--- src/rtl/mux_l1_sched_pkg.sv ---
// Shared types and constants for the first-layer mux scheduler.
package mux_l1_sched_pkg;

  localparam int unsigned BURST_MAX = 15;
  localparam int unsigned NUM_IN    = 4;

  typedef enum logic [1:0] {
    IDLE = 2'b00,
    GRP0 = 2'b01,
    GRP1 = 2'b10
  } schedState_t;

  // Inputs served by each group: group 0 -> {0,2}, group 1 -> {1,3}.
  function automatic logic [NUM_IN-1:0] grpMask(input schedState_t s);
    logic [NUM_IN-1:0] m;
    m = '0;
    case (s)
      GRP0:    m = 4'b0101;
      GRP1:    m = 4'b1010;
      default: m = '0;
    endcase
    return m;
  endfunction

endpackage

--- src/rtl/mux_l1_sched_if.sv ---
// Upstream valid/pop and downstream select/pause signals of one mux layer.
interface mux_l1_sched_if;
  logic validIn0;
  logic validIn1;
  logic validIn2;
  logic validIn3;
  logic pause;
  logic selector;
  logic pop0;
  logic pop1;
  logic pop2;
  logic pop3;
  logic busy;

  modport master (
    output validIn0, validIn1, validIn2, validIn3, pause,
    input  selector, pop0, pop1, pop2, pop3, busy
  );

  modport slave (
    input  validIn0, validIn1, validIn2, validIn3, pause,
    output selector, pop0, pop1, pop2, pop3, busy
  );
endinterface

--- src/rtl/mux_l1_sched_burst_cnt.sv ---
// Per-grant burst counter; expire flags the last allowed pop cycle of a grant.
module mux_l1_sched_burst_cnt #(
  parameter int unsigned BURST = 4
) (
  input  logic clk,
  input  logic reset,
  input  logic inc,
  input  logic clr,
  input  logic hold,
  output logic expire
);
  localparam int unsigned CW = $clog2(BURST + 1);

  logic [CW-1:0] cnt;

  assign expire = (cnt == CW'(BURST - 1));

  // Hold wins over clear so a paused grant keeps its position.
  always_ff @(posedge clk) begin
    if (reset) begin
      cnt <= '0;
    end else if (hold) begin
      cnt <= cnt;
    end else if (clr) begin
      cnt <= '0;
    end else if (inc && !expire) begin
      cnt <= cnt + CW'(1);
    end
  end
endmodule

--- src/rtl/mux_l1_sched.sv ---
// Round-robin group scheduler owning the shared selector of the first mux layer.
module mux_l1_sched
  import mux_l1_sched_pkg::*;
#(
  parameter int unsigned BURST = 4
) (
  input  logic           clk,
  input  logic           reset,
  mux_l1_sched_if.slave  bus
);

  if (BURST < 1 || BURST > BURST_MAX) begin : gBadBurst
    $error("mux_l1_sched: BURST out of range");
  end

  schedState_t       state;
  schedState_t       stateNext;
  logic              lastGrp;
  logic              lastGrpNext;
  logic              selReg;
  logic              selNext;
  logic              busyReg;
  logic [NUM_IN-1:0] validVec;
  logic [NUM_IN-1:0] popVec;
  logic              req0;
  logic              req1;
  logic              curReq;
  logic              othReq;
  logic              popCycle;
  logic              cntInc;
  logic              cntClr;
  logic              cntHold;
  logic              expire;

  assign validVec = {bus.validIn3, bus.validIn2, bus.validIn1, bus.validIn0};
  assign req0     = bus.validIn0 | bus.validIn2;
  assign req1     = bus.validIn1 | bus.validIn3;

  mux_l1_sched_burst_cnt #(.BURST(BURST)) uBurstCnt (
    .clk    (clk),
    .reset  (reset),
    .inc    (cntInc),
    .clr    (cntClr),
    .hold   (cntHold),
    .expire (expire)
  );

  // Next state, Mealy pops and counter control.
  always_comb begin
    stateNext   = state;
    lastGrpNext = lastGrp;
    cntInc      = 1'b0;
    cntClr      = 1'b0;
    cntHold     = bus.pause;
    popVec      = '0;
    curReq      = 1'b0;
    othReq      = 1'b0;

    if (!bus.pause && !reset) begin
      popVec = validVec & grpMask(state);
    end
    popCycle = |popVec;

    unique case (state)
      IDLE: begin
        if (!bus.pause) begin
          cntClr = 1'b1;
          if (lastGrp) begin
            if (req0)      stateNext = GRP0;
            else if (req1) stateNext = GRP1;
          end else begin
            if (req1)      stateNext = GRP1;
            else if (req0) stateNext = GRP0;
          end
        end
      end
      GRP0, GRP1: begin
        curReq = (state == GRP0) ? req0 : req1;
        othReq = (state == GRP0) ? req1 : req0;
        if (!bus.pause) begin
          if (popCycle) begin
            cntInc      = 1'b1;
            lastGrpNext = (state == GRP1);
          end
          if ((popCycle && expire) || !curReq) begin
            cntClr = 1'b1;
            if (othReq)      stateNext = (state == GRP0) ? GRP1 : GRP0;
            else if (curReq) stateNext = state;
            else             stateNext = IDLE;
          end
        end
      end
      default: stateNext = IDLE;
    endcase

    // Selector follows the granted group and holds through IDLE.
    selNext = selReg;
    if (stateNext == GRP0) selNext = 1'b0;
    if (stateNext == GRP1) selNext = 1'b1;
  end

  always_ff @(posedge clk) begin
    if (reset) begin
      state   <= IDLE;
      lastGrp <= 1'b1;
      selReg  <= 1'b0;
      busyReg <= 1'b0;
    end else begin
      state   <= stateNext;
      lastGrp <= lastGrpNext;
      selReg  <= selNext;
      busyReg <= (stateNext != IDLE);
    end
  end

  assign bus.selector = selReg;
  assign bus.busy     = busyReg;
  assign bus.pop0     = popVec[0];
  assign bus.pop1     = popVec[1];
  assign bus.pop2     = popVec[2];
  assign bus.pop3     = popVec[3];

endmodule
--- src/flat_wrapper.sv ---
// flat-port wrapper written by rule: the top's interface ports become plain ports
module mux_l1_sched_flat import mux_l1_sched_pkg::*;
#(
  parameter int unsigned BURST = 4
)
  (clk, reset, bus_validIn0, bus_validIn1, bus_validIn2, bus_validIn3, bus_pause, bus_selector, bus_pop0, bus_pop1, bus_pop2, bus_pop3, bus_busy);
  mux_l1_sched_if bus_i ();
  input  logic clk;
  input  logic reset;
  input wire logic [$bits(bus_i.validIn0)-1:0] bus_validIn0;
  input wire logic [$bits(bus_i.validIn1)-1:0] bus_validIn1;
  input wire logic [$bits(bus_i.validIn2)-1:0] bus_validIn2;
  input wire logic [$bits(bus_i.validIn3)-1:0] bus_validIn3;
  input wire logic [$bits(bus_i.pause)-1:0] bus_pause;
  output wire logic [$bits(bus_i.selector)-1:0] bus_selector;
  output wire logic [$bits(bus_i.pop0)-1:0] bus_pop0;
  output wire logic [$bits(bus_i.pop1)-1:0] bus_pop1;
  output wire logic [$bits(bus_i.pop2)-1:0] bus_pop2;
  output wire logic [$bits(bus_i.pop3)-1:0] bus_pop3;
  output wire logic [$bits(bus_i.busy)-1:0] bus_busy;
  assign bus_i.validIn0 = bus_validIn0;
  assign bus_i.validIn1 = bus_validIn1;
  assign bus_i.validIn2 = bus_validIn2;
  assign bus_i.validIn3 = bus_validIn3;
  assign bus_i.pause = bus_pause;
  assign bus_selector = bus_i.selector;
  assign bus_pop0 = bus_i.pop0;
  assign bus_pop1 = bus_i.pop1;
  assign bus_pop2 = bus_i.pop2;
  assign bus_pop3 = bus_i.pop3;
  assign bus_busy = bus_i.busy;
  mux_l1_sched #(.BURST(BURST)) u_core (.clk(clk), .reset(reset), .bus(bus_i));
endmodule
--- config.mk ---
export PLATFORM = sky130hd
export DESIGN_NAME = mux_l1_sched_flat
export DESIGN_NICKNAME = d
export VERILOG_FILES = /design/src/rtl/mux_l1_sched_pkg.sv /design/src/rtl/mux_l1_sched_if.sv /design/src/rtl/mux_l1_sched_burst_cnt.sv /design/src/rtl/mux_l1_sched.sv /design/src/flat_wrapper.sv
export SDC_FILE = /design/constraint.sdc
export NUM_CORES = 1
export LEC_CHECK = 0
export ABC_AREA = 1
export CAP_MARGIN = 20
export CORE_AREA = 2 2 39 41
export CTS_CLUSTER_SIZE = 30
export DETAILED_ROUTE_END_ITERATION = 6
export DIE_AREA = 0 0 41 43
export GPL_ROUTABILITY_DRIVEN = 1
export GPL_TIMING_DRIVEN = 1
export PLACE_DENSITY = 0.76
export SLEW_MARGIN = 20
export SYNTH_ARGS = -nofsm -noshare
export SYNTH_HDL_FRONTEND = slang
export SYNTH_SLANG_ARGS = --single-unit
--- constraint.sdc ---
create_clock -name clk -period 6 [get_ports clk]
set_input_delay 0.9 -clock clk [delete_from_list [all_inputs] [get_ports clk]]
set_output_delay 0.9 -clock clk [all_outputs]
set_load 0.05 [all_outputs]
-- Word level (Yosys, flattened, before mapping)
Cells that the tools add are included.
- add/subtract/negate cells: 1
- bitwise logic cells: 4
- eq/ne operators: 5
- reduce and logical (&&, ||, !) cells: 16
- mux-type cells: 28
- operators with widths (kind ; count):
    2-to-1 mux 2 bit ; 11
    2-to-1 mux 1 bit ; 10
    2-to-1 mux 4 bit ; 2
    one-hot mux 4 bit (2 select lines) ; 1
    2-to-1 mux 3 bit ; 2
    nonzero test 2 bit ; 3
    bitwise AND 4 bit ; 1
    equality test 2 x 1 -> 1 bit (second input constant) ; 2
    equality test 2 bit (second input constant) ; 2
    logical NOT 1 bit ; 4
    one-hot mux 2 bit (2 select lines) ; 1
    OR reduction 4 bit ; 1
    adder 3 x 1 -> 3 bit (second input constant) ; 1
    equality test 3 x 2 -> 1 bit (second input constant) ; 1
    logical AND 1 bit ; 3
    AND reduction 3 bit ; 1
    logical NOT 2 bit ; 1
    bitwise OR 1 bit ; 2
    one-hot mux 1 bit (2 select lines) ; 1
    AND reduction 2 bit ; 1
    OR reduction 2 bit ; 1
    logical OR 1 bit ; 1
    NOT 1 bit ; 1
- output and inout bits: 6
- word-level logic and storage cells: 59
- register bits: 8
- input bits: 7

-- Logic depth before layout (Yosys ltp)
Gate-level depths: netlist of the first run.
- depth after elaboration: 14
- depth in mapped cells: 16
- depth with buffers taken out: 16

-- Cells and area by module
A second synthesis of the first run with hierarchy kept.
- cells, all modules: 106
- area, all modules: 689.4 µm²
- by module, submodules not included (module ; area an instance (µm²) ; times used ; cells an instance ; seq. area each (µm²)):
    mux_l1_sched ; 495.5 ; 1 ; 77 ; 100.1
    mux_l1_sched_burst_cnt ; 193.9 ; 1 ; 29 ; 60.1

-- Worst setup path after synthesis of the first run
Ideal clock, no wire load.
- path type: input-to-output
- start: in bus_pause
- end: out bus_pop0
- stages on the path: 3
- path buffers: 0
- arrival time: 1.705 ns
- slack: 3.395 ns
- data required time: 5.100 ns
- cell sequence: inv_2 > nand2_2 > nor2_1
- longest elaborated chain between the ends: 3
- RTL lines (what ; RTL line ; text):
    from (decl) ; flat_wrapper.sv:14 ; input wire logic [$bits(bus_i.pause)-1:0] bus_pause;
    logical NOT 1 bit ; mux_l1_sched.sv:59 ; if (!bus.pause && !reset) begin
    logical AND 1 bit ; mux_l1_sched.sv:59 ;
    2-to-1 mux 4 bit ; mux_l1_sched.sv:59 ;
    to (decl) ; flat_wrapper.sv:16 ; output wire logic [$bits(bus_i.pop0)-1:0] bus_pop0;
Every way passes these cells.

-- Worst setup path in the final report of the first run
- start: in reset
- end: out bus_pop2
- longest elaborated chain between the ends: 3
- RTL lines (what ; RTL line ; text):
    from (decl) ; flat_wrapper.sv:9 ; input logic reset;
    logical NOT 1 bit ; mux_l1_sched.sv:59 ;
    logical AND 1 bit ; mux_l1_sched.sv:59 ;
    2-to-1 mux 4 bit ; mux_l1_sched.sv:59 ;
    to (decl) ; flat_wrapper.sv:18 ; output wire logic [$bits(bus_i.pop2)-1:0] bus_pop2;
Every way passes these cells.

==> results of run 1 <==
-- final cells by class --
class	count	area, sq um	share of cell area (%)
tap	16	20.0	2.47
sequential	8	160	19.8
timing repair buffer	12	120	14.8
clock buffer	3	22.5	2.78
inverter	12	45.0	5.56
multi-input combinational	78	443	54.6
-- cells in the mapped netlist, types with 2 or more instances --
| cell | count |
|---|---|
| nand2_1 | 25 |
| nor2_1 | 15 |
| ha_1 | 10 |
| nand3_1 | 10 |
| inv_1 | 9 |
| dfxtp_1 | 8 |
| nand2_2 | 5 |
| inv_2 | 3 |
| o21ai_0 | 3 |
| a21o_1 | 2 |
| o211ai_1 | 2 |
-- per-layer routing --
layer / track usage (%) / share of wire, % / vias to the layer above
li1: - / - / 337
met1: 20.9 / 48 / 247
met2: 30.0 / 46 / 17
met3: 7.85 / 5.3 / 2
met4: 8.00 / 0.79 / 0
met5: 0 / 0 / -
-- stage by stage --
stage	cells	total power, uW	setup WS (ns)	utilization, %
after floorplan	98	134	3.39	-
after global placement	126	158	2.61	57.0
after detailed placement	126	159	2.59	57.0
after CTS	129	203	2.59	58.6
after global routing	129	221	2.51	58.6
final	129	200	2.60	58.6
-- logic make-up after synthesis --
family,synth area share [%]
and+or+nand+nor,40.0
buffers and inverters,6.95
adders and majority gates,19.3
AOI/OAI and AO/OA,7.72
DFF,24.7
xor gates and xnor gates,1.35
-- power groups by stage --
stage / registers (uW) / logic, uW / clock network [uW]
3_3_place_gp: 68.8 / 89.1 / 0
5_1_grt: 68.7 / 104 / 48.3
3_5_place_dp: 68.9 / 90.6 / 0
4_1_cts: 67.9 / 91.4 / 44.0
6_report: 67.8 / 90.6 / 41.8
2_1_floorplan: 81.9 / 51.9 / 0
-- worst paths after layout --
path                            cells after the start                 endpoint  slack (ns)
worst max-delay path                                5                 bus_pop2        2.60
worst max register to register                     14      u_core.bus.selector        3.77
worst min register to register                      2  u_core.uBurstCnt.cnt[1]        0.48
worst min-delay path                                2  u_core.uBurstCnt.cnt[1]        0.48
-- worst max-delay path: cells and delay by family --
kind                   cells  cell delay [ns]
buffers and inverters      3             1.40
AND/OR/NAND/NOR            2             0.19
-- sequential cells by signal (all words and copies together), names as in the netlist --
register and count:
u_core.state 2, u_core.bus.busy 1, u_core.bus.selector 1, u_core.lastGrp 1, u_core.uBurstCnt.cnt 3
==> impl_results.md, run 1 <==
* Status: finished, final reports clean
* CTS Buf Count at 3
* Peak supply drop at 174 uV
* Top Ports at 13
* Net Count, Synth at approximately 120
* FMAX at slightly below 300 MHz
* Initial antenna violation count at 0
* Post-detailed-routing wire length at approximately 1300 microns
* Core box area at around 1400 sq um
* Initial core utilization at 46.8%
* Max_slew headroom at approximately two thirds
* GRT Residual Overflow at 0
* Worst EP required at around 5.1 ns
* Most frequent cells in the layout: nand2_1 (25), nor2_1 (15), clkdlybuf4s50_1 (12)
* First-pass GRT wire length at roughly 2200 microns
* H-tree depth at 1
* CP Launch Type: input port
* Clock Sinks at 8
* Register area share after synthesis at 24.7%
* Syn Inst Count at between 90 and 100
* Rows at 14
* Clk network pwr share at between 20% and 30%
* Primary FF master, synth: dfxtp_1
* Most used cell, CP: clkdlybuf4s50_1
* Internal at approximately 120 uW
* Drc violations at 0
* Min-delay worst type: reg2reg
* CP Capture Type: output port
* PD cells at 247 nW/um^2
* Post-synth ARST share at 0%
* Net count, final at 132
* Post-DP Area at about 790 sq um
* Tot GR Track Use at between 10% and 20%
* CTS tree: done
* Worst hold start: u_core.uBurstCnt.cnt[1]
* Dominant cell type by area after synthesis: dfxtp_1
* Combinational power share at roughly 45%
* Hold_buf cts at 0
* P&R area growth vs syn at 25.1%
* Antenna-violating nets left at 0
* Post-synth EDFFs at 0
* Final Slew Violations at 0
* Yosys warns at 0
* Slowest-stage cell, CP: clkdlybuf4s50_1
* Input/output buffers at 12
* MaxCap Viol Count at 0
* Worst path arrival time at between 2 and 3 ns
* Fin. Hold Viols at 0
* #FFs+latches synth at 8
* WL per Instance at 9.86 microns
* RSZ-0062 raised after global routing: no
* Yosys cell types at 17
* Worst path cell trace: clkdlybuf4s50_1, inv_2, nand2_2, nor2_1, clkdlybuf4s50_1
* Sw Ratio at between 40 and 50%
* Initial DRC count at 9
* Top cells by area, synth: dfxtp_1 (25%), ha_1 (19%), nand2_1 (14%)
* NetSw at roughly 82 uW
* Kind of critical path: in2out
* Fill count at 132
* Setup violators final at 0
* Fraction of layout cells with a size suffix above 1 at between 10% and 20%
* Commonest non-fill, non-tap cell in the layout: nand2_1
* Pre-antenna DRT Iters at 3
* Reg power frac at about a third
* Clock period minus worst slack at 3.40 ns
* Clock latency on the worst-skew pair at 0.26 ns
* P_leak at ~0.0004 uW
* Setup tns final at 0 ns
* Syn avg cell area at 6.61 sq um
* Hpwl dp at between 1000 and 1500 microns
* Tightest Pin Transition at around 0.5 ns
* Vias in the first global route at around 570
* Die W at 41 microns
* Top-area cell type share of the netlist area at around a quarter
* RD Place Congestion at 0.801
* CP max stage delay at 0.80 ns
* Largest net degree at the start of global routing at 7
* Drt via density at between 4 and 5
* Final Skew at between 0.01 and 0.015 ns
* Routed via count at about 600
* Final worst path period share at a little under three fifths
* Die Area at around 1800 sq um
* Peak fanout along the critical path at 6
* Die Height at around 43 microns
* Min Hold Slack at around 0.48 ns
* Crit path from: reset
* Antenna diode count at 0
* Root buf cell: clkbuf_4
* Worst flop-to-flop path startpoint: u_core.state[1]
* Post-synthesis cell area at about 650 sq um
* Post-route cell area at 811 sq um
* Resized cells post-CTS at 0
* Post-CTS Setup Bufs at 0
* Clock buffer depth at 2
* Clk slew on worst S/H paths at roughly 0.050 ns
Note: power is estimated with default switching activity, not from simulation.
==> inputs of run 2 (changes only) <==
--- a/config.mk
+++ b/config.mk
@@ -7,13 +7,13 @@
 export LEC_CHECK = 0
 export ABC_AREA = 1
 export CAP_MARGIN = 20
-export CORE_AREA = 2 2 39 41
+export CORE_MARGIN = 2
+export CORE_UTILIZATION = 49
 export CTS_CLUSTER_SIZE = 30
 export DETAILED_ROUTE_END_ITERATION = 6
-export DIE_AREA = 0 0 41 43
 export GPL_ROUTABILITY_DRIVEN = 1
 export GPL_TIMING_DRIVEN = 1
-export PLACE_DENSITY = 0.76
+export PLACE_DENSITY = 0.77
 export SLEW_MARGIN = 20
 export SYNTH_ARGS = -nofsm -noshare
 export SYNTH_HDL_FRONTEND = slang
==> constraint.sdc (replaced) <==
create_clock -name clk -period 3.27 [get_ports clk]
set_input_delay 0.4905 -clock clk [delete_from_list [all_inputs] [get_ports clk]]
set_output_delay 0.4905 -clock clk [all_outputs]
set_load 0.05 [all_outputs]
==> impl_results.md, run 2 (synthesis results as in run 1) <==
* Status: finished, final reports clean (unchanged)
* P_leak at 0.000398 uW (unchanged)
* MaxCap Viol Count at 0 (unchanged)
* Biggest register: u_core.uBurstCnt.cnt (unchanged)
* Met2 Usage GRT at 31.0% (was 30.0%)
* Worst path arrival time at 2.09 ns (was 2.50 ns)
* Initial core utilization at 51.1% (was 46.8%)
* Fraction of layout cells with a size suffix above 1 at 12.4% (unchanged)
* Vias in the first global route at 524 (was 569)
* H-tree depth at 1 (unchanged)
* Routed via count at 640 (was 603)
* PD cells at 450 nW/um^2 (was 247 nW/um^2)
* Top Ports at 13 (unchanged)
* Slowest-stage cell, CP: clkdlybuf4s50_1 (unchanged)
* Reg2Reg Setup Slack at 1.01 ns (was 3.77 ns)
* Clock period minus worst slack at ~2.6 ns
* Die W at 40.4 microns (was 41 microns)
* Min-delay worst type: reg2reg (unchanged)
* Antenna-violating nets left at 0 (unchanged)
* Worst path cell trace: clkdlybuf4s50_1, inv_2, nand2_2, nor2_1, clkdlybuf4s50_1 (unchanged)
* Final Skew at 0.00420 ns (was 0.0109 ns)
* Final worst path period share at 79.0%
* Setup tns final at 0 ns (unchanged)
* GRT Residual Overflow at 0 (unchanged)
* CP Capture Type: output port (unchanged)
* Final Slew Violations at 0 (unchanged)
* Largest regs: u_core.uBurstCnt.cnt (3), u_core.state (2) (unchanged)
* Max reg flops at 3 (unchanged)
* Root buf cell: clkbuf_4 (unchanged)
* Core box area at 1270 sq um (was 1380 sq um)
* Worst EP required at 2.78 ns (was 5.10 ns)
* RD Place Congestion at 0.810 (was 0.801)
* Most Crowded Layer GR: met2 (unchanged)
* Worst Setup EP: bus_pop3 (was bus_pop2)
* Die Height at 40.4 microns (was 43 microns)
* First-pass GRT wire length at 2070 microns (was 2220 microns)
* Crit path from: reset (unchanged)
* Tot GR Track Use at 18.9% (about the same)
* Commonest non-fill, non-tap cell in the layout: nand2_1 (unchanged)
* Pre-antenna DRT Iters at 4 (was 3)
* FF-to-FF End: u_core.bus.selector (unchanged)
* Net count, final at 132 (unchanged)
* Peak supply drop at 245 uV (was 174 uV)
* Register-to-Register Path Depth at 14 (unchanged)
* Worst flop-to-flop path startpoint: u_core.state[1] (unchanged)
* Clock Sinks at 8 (unchanged)
* GR Layer Usage met1 at 23.9% (was 20.9%)
* Critical path depth at 5 (unchanged)
* Post-CTS Setup Bufs at 0 (unchanged)
* Clock buffer depth at 2 (unchanged)
* Fin. Hold Viols at 0 (unchanged)
* Drc violations at 0 (unchanged)
* Clk slew on worst S/H paths at 0.05 ns (about the same)
* Setup violators final at 0 (unchanged)
* Rows at 13 (was 14)
* Cell family with most CP delay: buffers and inverters (unchanged)
* CTS tree: done (unchanged)
* RSZ-0062 raised after global routing: no (unchanged)
* Initial DRC count at 18 (was 9)
* Max_slew headroom at 66.8% (was 66.6%)
* Peak fanout along the critical path at 6 (unchanged)
* Most frequent cells in the layout: nand2_1 (25), nor2_1 (15), clkdlybuf4s50_1 (12) (unchanged)
* P&R area growth vs syn at 24.9% (was 25.1%)
* WL per Instance at 9.70 microns (was 9.86 microns)
* Input/output buffers at 12 (unchanged)
* Hold_buf cts at 0 (unchanged)
* CP Launch Type: input port (unchanged)
* Largest net degree at the start of global routing at 7 (unchanged)
* Initial antenna violation count at 0 (unchanged)
* Kind of critical path: in2out (unchanged)
* Hpwl dp at 1030 microns (was 1010 microns)
* Clock latency on the worst-skew pair at 0.25 ns (was 0.26 ns)
* Post-detailed-routing wire length at 1240 microns (was 1270 microns)
* Tightest Pin Transition at 0.496 ns (was 0.499 ns)
* CP max stage delay at 0.81 ns (was 0.80 ns)
* Antenna diode count at 0 (unchanged)
* FMAX at roughly 390 MHz
* Resized cells post-CTS at 0 (unchanged)
* Drt via density at 5.00 (was 4.67)
* Most used cell, CP: clkdlybuf4s50_1 (unchanged)
* Min Hold Slack at 0.472 ns (was 0.480 ns)
* WP buf/inv at 3 (unchanged)
* Die Area at 1630 sq um (was 1760 sq um)
* Cell count of the worst hold path at 2 (unchanged)
* CTS Buf Count at 3 (unchanged)
* Met3 Usage GRT at 8.89% (was 7.85%)
run 2: routing by layer:
metal | routed length (microns) | vias up
li1 | - | 339
met1 | 558 | 283
met2 | 597 | 18
met3 | 85 | 0
met4 | 0 | 0
met5 | 0 | -
run 2: area by class of cell:
class / count / area (sq um)
Clock buffer: 3 / 22.5
Multi-Input combinational cell: 78 / 443
Tap cell: 15 / 18.8
Timing Repair Buffer: 12 / 120
Inverter: 12 / 45.0
Fill cell: 129 / 459
Sequential cell: 8 / 160
run 2: where the power goes:
group / internal (uW) / switching [uW]
combinational: 61.4 / 105
sequential: 114 / 11.3
clock: 41.9 / 31.4
total: 217 / 147
run 2: how the worst min path moves through the flow:
stage	to	slack [ns]	from
finish	u_core.uBurstCnt.cnt[1]	0.47	u_core.uBurstCnt.cnt[1]
CTS	u_core.uBurstCnt.cnt[1]	0.48	u_core.uBurstCnt.cnt[1]
detailed placement	u_core.uBurstCnt.cnt[1]	0.47	u_core.uBurstCnt.cnt[1]
global placement	u_core.uBurstCnt.cnt[2]	0.45	u_core.uBurstCnt.cnt[2]
floorplan	u_core.lastGrp	0.43	u_core.lastGrp
global route	u_core.lastGrp	0.51	u_core.lastGrp
run 2: tightest hold or removal path: cells and delay by family, from the launching register on:
family | cells | cell delay [ns]
flip-flops | 1 | 0.32
AND/OR/NAND/NOR | 2 | 0.12
run 2: stage by stage:
stage / instance area, sq um / std cells / total power (uW) / setup slack (ns) / utilization [%]
2_1_floorplan: 648 / 98 / 245 / 1.29 / -
3_3_place_gp: 787 / 125 / 289 / 0.699 / 62.0
3_5_place_dp: 787 / 125 / 293 / 0.665 / 62.0
4_1_cts: 810 / 128 / 368 / 0.678 / 63.8
5_1_grt: 810 / 128 / 399 / 0.581 / 63.8
6_report: 810 / 128 / 364 / 0.685 / 63.8
==> RTL edit (settings of run 2) <==
The 3 states of `schedState_t` get a one-hot encoding in 3 bits.
--- a/src/rtl/mux_l1_sched_pkg.sv
+++ b/src/rtl/mux_l1_sched_pkg.sv
@@ -4,10 +4,10 @@
   localparam int unsigned BURST_MAX = 15;
   localparam int unsigned NUM_IN    = 4;
 
-  typedef enum logic [1:0] {
-    IDLE = 2'b00,
-    GRP0 = 2'b01,
-    GRP1 = 2'b10
+  typedef enum logic [2:0] {
+    IDLE = 3'b001,
+    GRP0 = 3'b010,
+    GRP1 = 3'b100
   } schedState_t;
 
   // Inputs served by each group: group 0 -> {0,2}, group 1 -> {1,3}.
Formal check against the unedited RTL: no difference found for any inputs over 10 cycles, from zero or initial values and one cycle with reset high; not proved beyond that.
==> RTL edit against run 2 <==
- hold slack better by 0.0064 ns
- sequential cell count grew 1
- count of clock-buffer cells in the layout up 1
- highest routed layer is now met4
- final area increased by 1.4%
- cell count stayed put
- synthesized area rose by 1.7%
- worst setup slack got worse by 0.12 ns
- routed wire length rose by 6.8%
Power is not compared: it rests on default switching activity, and its combinational part moved more than twofold at a synthesized area within 25%.
==> RTL edit: results <==
export IMPL_status="completed"
export IMPL_postRouteWirelength_um=1330
export IMPL_max_slew_worst_pin_slew_ns=0.498
export IMPL_clk_latency_ns=0.26
export IMPL_antenna_found_initial=0
export IMPL_reg_largest_list="u_core.state: 3 flops, u_core.uBurstCnt.cnt: 3 flops"
export IMPL_yosys_top_cells_count="nand2_1, inv_1, dfxtp_1, nand3_1, nor2_2"
export IMPL_ys_top_cells_by_area="dfxtp_1, nand2_1, inv_1"
export IMPL_synthesis_nets=107
export IMPL_grt_max_degree=8
export IMPL_grt_util_all_layers=0.201
export IMPL_dp_slack_ns=0.550
export IMPL_dr_total_vias=656
export IMPL_fillerInstances=119
export IMPL_grt_pass1_wl_um=2160
export IMPL_dpl_hpwl_um=1080
export IMPL_post_dp_cell_area_um2=795
export IMPL_clock_skew_ns=0.00818
export IMPL_drtIter0Drc=11
export IMPL_ys_seq_area_frac=0.273
export IMPL_final_layout_size_suffix_gt1_frac=0.212
export IMPL_yosysUniqueCellTypes=21
export IMPL_n_antenna_cell=0
export IMPL_cts_buffers=3
export IMPL_yosysWarnings=0
export IMPL_routabilityCongestion=0.844
export IMPL_crit_fanout=4
export IMPL_grt_pass1_vias=547
export IMPL_worstPathArrival_ns=2.22
export IMPL_fin_nets=123
## RTL edit: power by group through the flow
stage | Combinational, mW | Clock (mW) | Sequential, mW
after global placement | 0.0640 | 0 | 0.124
after floorplan | 0.0401 | 0 | 0.129
after detailed placement | 0.0647 | 0 | 0.124
after global routing | 0.0728 | 0.0938 | 0.122
final | 0.0654 | 0.0823 | 0.122
after CTS | 0.0655 | 0.0864 | 0.122
## RTL edit: path summary, 6_finish.rpt
check / startpoint / end / slack (ns) / cells after the start
worst min-delay path: u_core.uBurstCnt.cnt[2] / u_core.uBurstCnt.cnt[2] / 0.48 / 2
worst max register to register: u_core.state[2] / u_core.bus.selector / 1.75 / 13
worst min register to register: u_core.uBurstCnt.cnt[2] / u_core.uBurstCnt.cnt[2] / 0.48 / 2
worst max-delay path: reset / bus_pop1 / 0.56 / 5
## RTL edit: final cells by class
class	instances	area [um^2]	area share
clock buffers	4	26.3	0.0320
multi-input cells	71	412	0.502
repair buffers	12	120	0.146
flip-flops and latches	9	180	0.220
well taps	15	18.8	0.0229
inverters	17	63.8	0.0777
## RTL edit: kinds of logic after synthesis
kind of cell	share of synthesized area
fa+ha+maj	0.0379
flops	0.273
compound gates	0.108
buf+inv	0.102
simple gates	0.478
## RTL edit: routing by layer
metal	vias to the layer above	GRT usage	part of all wire
met1	285	0.238	0.46
li1	345	-	-
met5	-	0	0
met3	2	0.0598	0.066
met2	24	0.337	0.46
met4	0	0.0750	0.0045
## RTL edit: through the flow
step                      cells  utilization
final                       128        0.639
after global routing        128        0.639
after CTS                   128        0.639
after detailed placement    124        0.618
after global placement      124        0.618
after floorplan              98            -
## RTL edit: critical path, stage by stage
cell             delay [ns]
clkdlybuf4s50_1        0.48
nor2_2                 0.19
nand2_1                0.10
nor2_2                 0.14
clkdlybuf4s50_1        0.81
